File: src/rtl/branch_predictor_2lvl.sv
// Two-level adaptive branch predictor: local (per-hash BHR) or gshare indexing,
// combinational prediction, edge-trained saturating PHT and saturating accuracy stats.
module branch_predictor_2lvl #(
    parameter int ADDR_WIDTH     = 32,
    parameter int HASH_WIDTH     = 4,
    parameter int HISTORY_LENGTH = 4,
    parameter int CNT_WIDTH      = 2,
    parameter int MODE           = 0,
    parameter int STAT_WIDTH     = 32
) (
    input  logic                  Sys_clk,
    input  logic                  Sys_rst,
    input  logic                  Sys_rdy,
    input  logic                  IFPD_predict_en,
    input  logic [ADDR_WIDTH-1:0] IFPD_pc,
    input  logic                  IFPD_feedback_en,
    input  logic [ADDR_WIDTH-1:0] IFPD_feedback_pc,
    input  logic                  IFPD_branch_result,
    input  logic                  IFPD_feedback_predicted,
    output logic                  PDIF_predict_result,
    output logic [STAT_WIDTH-1:0] PDIF_total_cnt,
    output logic [STAT_WIDTH-1:0] PDIF_miss_cnt
);
    localparam int IDX_WIDTH = (MODE == 1) ? HASH_WIDTH : HASH_WIDTH + HISTORY_LENGTH;
    localparam int PHT_DEPTH = 1 << IDX_WIDTH;
    localparam int NUM_BHR   = (MODE == 1) ? 1 : (1 << HASH_WIDTH);
    localparam logic [CNT_WIDTH-1:0] CNT_INIT = CNT_WIDTH'((1 << (CNT_WIDTH - 1)) - 1);

    logic [CNT_WIDTH-1:0]      pht [PHT_DEPTH];
    logic [HISTORY_LENGTH-1:0] bhr [NUM_BHR];

    logic [HASH_WIDTH-1:0]     pred_hash, fb_hash;
    logic [IDX_WIDTH-1:0]      pred_idx, fb_idx;
    logic [HISTORY_LENGTH-1:0] fb_hist, fb_hist_next;
    logic [CNT_WIDTH-1:0]      fb_cnt, fb_cnt_next;
    logic                      upd;

    assign pred_hash = IFPD_pc[HASH_WIDTH+1:2];
    assign fb_hash   = IFPD_feedback_pc[HASH_WIDTH+1:2];
    assign upd       = IFPD_feedback_en && Sys_rdy;

    logic unused_pc_bits;
    assign unused_pc_bits = ^{IFPD_pc[ADDR_WIDTH-1:HASH_WIDTH+2], IFPD_pc[1:0],
                              IFPD_feedback_pc[ADDR_WIDTH-1:HASH_WIDTH+2], IFPD_feedback_pc[1:0]};

    generate
        if (MODE == 1) begin : g_gshare
            assign fb_hist  = bhr[0];
            assign pred_idx = pred_hash ^ IDX_WIDTH'(bhr[0]);
            assign fb_idx   = fb_hash ^ IDX_WIDTH'(fb_hist);
        end else begin : g_local
            assign fb_hist  = bhr[fb_hash];
            assign pred_idx = {pred_hash, bhr[pred_hash]};
            assign fb_idx   = {fb_hash, fb_hist};
        end

        // Newest outcome enters at the LSB, oldest falls off the top.
        if (HISTORY_LENGTH == 1) begin : g_hist1
            assign fb_hist_next = IFPD_branch_result;
        end else begin : g_histn
            assign fb_hist_next = {fb_hist[HISTORY_LENGTH-2:0], IFPD_branch_result};
        end
    endgenerate

    assign PDIF_predict_result = IFPD_predict_en & pht[pred_idx][CNT_WIDTH-1];

    assign fb_cnt = pht[fb_idx];
    always_comb begin
        fb_cnt_next = fb_cnt;
        if (IFPD_branch_result) begin
            if (fb_cnt != '1) fb_cnt_next = fb_cnt + 1'b1;
        end else begin
            if (fb_cnt != '0) fb_cnt_next = fb_cnt - 1'b1;
        end
    end

    // Decoded per-entry writes keep the tables as plain flops.
    always_ff @(posedge Sys_clk or posedge Sys_rst) begin
        if (Sys_rst) begin
            for (int i = 0; i < PHT_DEPTH; i++) pht[i] <= CNT_INIT;
            for (int i = 0; i < NUM_BHR; i++)   bhr[i] <= '0;
        end else if (upd) begin
            for (int i = 0; i < PHT_DEPTH; i++)
                if (IDX_WIDTH'(i) == fb_idx) pht[i] <= fb_cnt_next;
            for (int i = 0; i < NUM_BHR; i++)
                if (MODE == 1 || HASH_WIDTH'(i) == fb_hash) bhr[i] <= fb_hist_next;
        end
    end

    always_ff @(posedge Sys_clk or posedge Sys_rst) begin
        if (Sys_rst) begin
            PDIF_total_cnt <= '0;
            PDIF_miss_cnt  <= '0;
        end else if (upd) begin
            if (PDIF_total_cnt != '1) PDIF_total_cnt <= PDIF_total_cnt + 1'b1;
            if ((IFPD_feedback_predicted != IFPD_branch_result) && (PDIF_miss_cnt != '1))
                PDIF_miss_cnt <= PDIF_miss_cnt + 1'b1;
        end
    end
endmodule

File: config.mk
export PLATFORM = sky130hd
export DESIGN_NAME = branch_predictor_2lvl
export DESIGN_NICKNAME = d
export VERILOG_FILES = /design/src/rtl/branch_predictor_2lvl.sv
export SDC_FILE = /design/constraint.sdc
export NUM_CORES = 2
export LEC_CHECK = 0
export ABC_AREA = 1
export ABC_CLOCK_PERIOD_IN_PS = 25400
export CAP_MARGIN = 20
export CORE_ASPECT_RATIO = 0.75
export CORE_MARGIN = 1.5
export CORE_UTILIZATION = 50
export DETAILED_ROUTE_END_ITERATION = 7
export MAX_ROUTING_LAYER = met4
export PLACE_DENSITY = 0.74
export SETUP_SLACK_MARGIN = 0.3
export SYNTH_ARGS = -nofsm -noshare
export SYNTH_HDL_FRONTEND = slang
export SYNTH_SLANG_ARGS = --single-unit
export TNS_END_PERCENT = 10
File: constraint.sdc
create_clock -name Sys_clk -period 25.4 [get_ports Sys_clk]
set_clock_uncertainty 0.2 [all_clocks]
set_input_delay 3.81 -clock Sys_clk [delete_from_list [all_inputs] [get_ports Sys_clk]]
set_output_delay 3.81 -clock Sys_clk [all_outputs]
set_load 0.02 [all_outputs]
[Word level (Yosys, flattened, before mapping)]
Index checks and enable logic that the tools add are counted.
Storage, ports and cells
  register bits after elaboration: 640
  input bits: 71
  logic and storage cells: 855
Operators by class
  $add $sub $neg: 4
  $lt $le $gt $ge: 4
  eq/ne operators: 274
  multiplexer cells: 15
  bitwise operators: 5
  reductions and logical operators: 279
Operators by type and width (count)
  == test 8 bit (first input constant): 128
  AND reduction 2 bit: 274
  == test 7 x 8 -> 1 bit (first input constant): 64
  == test 6 x 8 -> 1 bit (first input constant): 32
  == test 5 x 8 -> 1 bit (first input constant): 16
  adder 32 x 1 -> 32 bit (second input constant): 2
  == test 4 x 8 -> 1 bit (first input constant): 8
  inequality test 32 bit (second input constant): 2
  binary-select mux 2 bit (select 8 bit): 2
  binary-select mux 4 bit (select 4 bit): 2
  == test 3 x 8 -> 1 bit (first input constant): 4
  == test 4 bit (first input constant): 8
  greater-or-equal comparator 9 bit (second input constant): 2
  inverter 8 -> 9 bit: 2
  == test 2 x 8 -> 1 bit (first input constant): 2
  == test 3 x 4 -> 1 bit (first input constant): 4
  two-way mux 4 bit: 4
  two-way mux 2 bit: 7
  greater-or-equal comparator 5 bit (second input constant): 2
  inverter 4 -> 5 bit: 2
  == test 1 x 8 -> 1 bit (first input constant): 1
  == test 2 x 4 -> 1 bit (first input constant): 2
  logical NOT 8 bit: 1
  == test 1 x 4 -> 1 bit (first input constant): 1
  8 further kinds: 9

[Depth between registers and ports, before layout]
  word-level depth: 11
  mapped depth: 32
  depth with buffers taken out: 25

[Worst setup path before layout]
No wires, ideal clock.
  kind: input to output
  start point: input port IFPD_pc[2]
  end point: output port PDIF_predict_result
  arrival time: 6.174 ns
  setup slack: 15.216 ns
  stages: 20
  buffers on the path: 4
  path through: clkbuf_1 -> inv_1 -> clkbuf_1 -> nand2_1 -> nand3_1 -> nand3_1 -> nand3_1 -> nand2_1 -> clkbuf_1 -> clkbuf_1 -> o21ai_0 -> o221ai_1 -> nand2_1 -> nand2_1 -> nand3_1 -> nand3_1 -> nand2_1 -> nor2_1 -> nor2_1 -> nor2_1
On the way
  cells in the longest elaborated chain, start to end: 9
Ends and longest elaborated chain
  start: declaration: line 15  | input logic [ADDR_WIDTH-1:0] IFPD_pc,
  inverter 4 -> 5 bit (not written as such): line 53  | assign pred_idx = {pred_hash, bhr[pred_hash]};
  binary-select mux 4 bit (select 4 bit): line 53
  two-way mux 4 bit (not written as such) (2 in a row): line 53
  inverter 8 -> 9 bit (not written as such) *: line 65  | assign PDIF_predict_result = IFPD_predict_en & pht[pred_idx][CNT_WIDTH-1];
  binary-select mux 2 bit (select 8 bit) *: line 65
  two-way mux 2 bit (not written as such) * (2 in a row): line 65
  bitwise AND 1 bit *: line 65
  end: declaration: line 20  | output logic PDIF_predict_result,
Every way passes the cells marked *; elsewhere a longest branch is shown, timed or not. The select of a mux whose other input is x is not followed.

[Worst setup path in the final report]
  start point: input port IFPD_pc[4]
  end point: output port PDIF_predict_result
Same word-level chain as after synthesis.

==> results.json <==
{
  "yosysWarningCount": 0,
  "cts_num_sinks": 640,
  "io_buffers": 79,
  "htree_levels": 3,
  "finalPower_uw": 2860,
  "die_x_um": 316,
  "final_cell_area_um2": 40000,
  "seq_area_um2": 16300,
  "grt_max_degree": 200,
  "ys_ff_latch": 640,
  "clkSlewWorstSetupHoldPaths_ns": 0.06,
  "max_freq_mhz": 74.2,
  "fp.coreArea_um2": 72200,
  "firstDrtPassIters": 8,
  "nNetsFinal": 5386,
  "synth_commonest_cells": "2,445 x nand2_1, 838 x nand3_1, 390 x inv_1, 384 x dfrtp_1, 279 x nor2_1",
  "io_pins": 136,
  "place_area_um2": 37700,
  "netlist_top_cells_area": "dfrtp_1 26%, nand2_1 25%, dfstp_2 18%",
  "cts_setup_buffers": 0,
  "grt_pass1_vias": 34300,
  "multi_input_area_um2": 17400,
  "tritoncts": "done",
  "switching_share_pct": 34.7,
  "die_area_um2": 75200,
  "drv_cap": 0,
  "detail-route-antenna-nets": 0,
  "holdBufCountCts": 0,
  "internal_power_uw": 1870,
  "vias": 36800,
  "drv_slew": 0,
  "synth-seq-area-share_pct": 44.4,
  "crit_path_cell_trace": "clkdlybuf4s50_1 -> inv_1 -> nand3_1 -> nand3_1 -> nand2_4 -> inv_4 -> buf_4 -> nand2_1 -> nand3_1 -> nand3_1 -> nand3_1 -> nand3_1 -> nand3_1 -> nand3_1 -> nand2_1 -> nor2_1 -> nor2_1 -> clkdlybuf4s50_1",
  "drive_gt1_share_pct": 8.25,
  "antenna_found_initial": 5,
  "cp_slowest_stage_delay_ns": 0.84,
  "p_per_area_nw_per_um2": 71.4,
  "power_leakage_uw": 0.0184,
  "min_period_ns": 13.48,
  "fp-row-count": 85,
  "place_hpwl_um": 73300,
  "synth_ff_type": "dfrtp_1",
  "yosys.area.top_type": "dfrtp_1",
  "pwr-share-seq_pct": 40.1,
  "p_sw_uw": 992,
  "finalWirelength_um": 127000,
  "gp_congestion": 0.983,
  "gr-usage-all-layers_pct": 34.9,
  "dp_slack_ns": 12.29,
  "pwr-share-comb_pct": 23.0,
  "ir_drop_v": 0.0000541,
  "path_common_cell": "nand3_1",
  "finalCritPeriodShare_pct": 53.1,
  "clockPowerShare_pct": 36.9,
  "grt_pass1_wl_um": 198000,
  "min_path_type": "reg -> reg",
  "drc": 4,
  "fillers": 6754,
  "critPathArrivalTime_ns": 9.47,
  "cts_resized": 0,
  "netlist.area_leader.share_pct": 26.1,
  "path_class": "in -> out",
  "area_growth_pct": 8.93,
  "syn-num-nets": 5488,
  "hold_viol": 0,
  "synth_cells": 5415,
  "grt_remaining_overflow": 0,
  "syn_avg_cell_area_um2": 6.79,
  "initial_core_util_pct": 50.9,
  "end_kind": "output pin",
  "max_slew_margin_pct": 21.4,
  "status": "finished, violations left",
  "cts_buffer_depth": 3,
  "finish.utilization_pct": 55.5,
  "die_h_um": 238,
  "synth_area_um2": 36800,
  "failed_checks": "DRC",
  "yosys.cell_types.count": 32,
  "drt-initial-drc-count": 5194,
  "cts_buffers": 67,
  "crit_required_ns": 21.39,
  "finalSetupViolations": 0,
  "layout_setup_ws_ns": 11.92,
  "startpoint_type": "primary input",
  "root_buffer": "clkbuf_16",
  "rsz0062_at_grt": "false",
  "synth_edf_count": 0,
  "routedWlPerCell_um": 20.1,
  "tns_ns": 0,
  "worst_skew_pair.late_latency_ns": 0.64,
  "via_per_inst": 5.81,
  "synthArstFlopShare_pct": 100,
  "crit_path_top_delay_cell": "buf_4",
  "crit_path_max_fanout": 72,
  "synth.most_common_cell": "nand2_1",
  "worst_pin_slew_ns": 1.18
}
registers in the layout (all words and copies together), names as in the netlist:
register / cells
pht: 512
bhr: 64
PDIF_miss_cnt: 32
PDIF_total_cnt: 32
worst paths after layout:
kind	startpoint	cells after the start	slack [ns]	end
max in group asynchronous	Sys_rst	4	19.05	pht[187]
worst min-delay path	pht[62]	2	0.27	pht[62]
worst min register to register	pht[62]	2	0.27	pht[62]
min in group asynchronous	Sys_rst	2	3.54	pht[411]
worst max register to register	bhr[36]	24	18.98	pht[85]
worst max-delay path	IFPD_pc[4]	18	11.92	PDIF_predict_result
layout make-up:
cell class / count / share of cell area, %
Antenna cell: 4 / 0.0250
Clock buffer: 106 / 5.05
Inverter: 403 / 3.80
Sequential cell: 640 / 40.8
Timing Repair Buffer: 140 / 3.25
Multi-Input combinational cell: 4061 / 43.5
Tap cell: 957 / 2.99
Clock inverter: 17 / 0.650
cell families (layout without fill, tap and decap cells):
kind of cell	Yosys count	after routing	share of synthesized area [%]
adder cells (fa/ha/maj)	2	2	0.0680
XOR/XNOR	60	60	1.43
AND/OR/NAND/NOR	3815	3815	42.9
AO/OA/AOI/OAI	184	184	2.69
flip-flops	640	640	44.4
buffers and inverters	714	666	8.49
other	0	4	0
routing by layer:
metal | global-route usage [%] | share of wire, % | wire, µm
met5 | - | 0 | 0
met4 | 12.6 | 3.7 | 4700
met3 | 11.0 | 14 | 18000
met2 | 48.8 | 41 | 52700
met1 | 47.3 | 41 | 51900
power by group through the flow:
stage                     combinational, µW  clock, µW  sequential (µW)
final                                   657       1050             1150
after CTS                               631       1060             1150
after floorplan                         420          0             1160
after global routing                    695       1100             1150
after global placement                  625          0             1160
after detailed placement                630          0             1160
per-stage QoR:
stage	hold slack (ns)	cells
global route	0.274	6328
finish	0.266	6328
CTS	0.266	6323
detailed placement	0.256	6200
global placement	0.253	6200
floorplan	0.245	5415
placed cells by master, fill, tap and decap left out, types with 11 or more instances in the layout:
cell type / count
nand2_1: 2437
nand4_1: 13
o21ai_0: 120
inv_1: 385
buf_4: 57
nor3_1: 213
nand3_1: 838
xor2_1: 42
clkinv_1: 13
clkbuf_1: 26
dfrtp_1: 384
clkdlybuf4s50_1: 78
xnor2_1: 18
a21oi_1: 38
o221ai_1: 11
dfstp_2: 256
clkbuf_16: 73
nor2_1: 279
worst max-delay path, delay by kind of cell:
family                 cells  cell delay, ns
buffers and inverters      5            3.29
AND/OR/NAND/NOR           13            2.21
(Power assumes the default switching activity.)
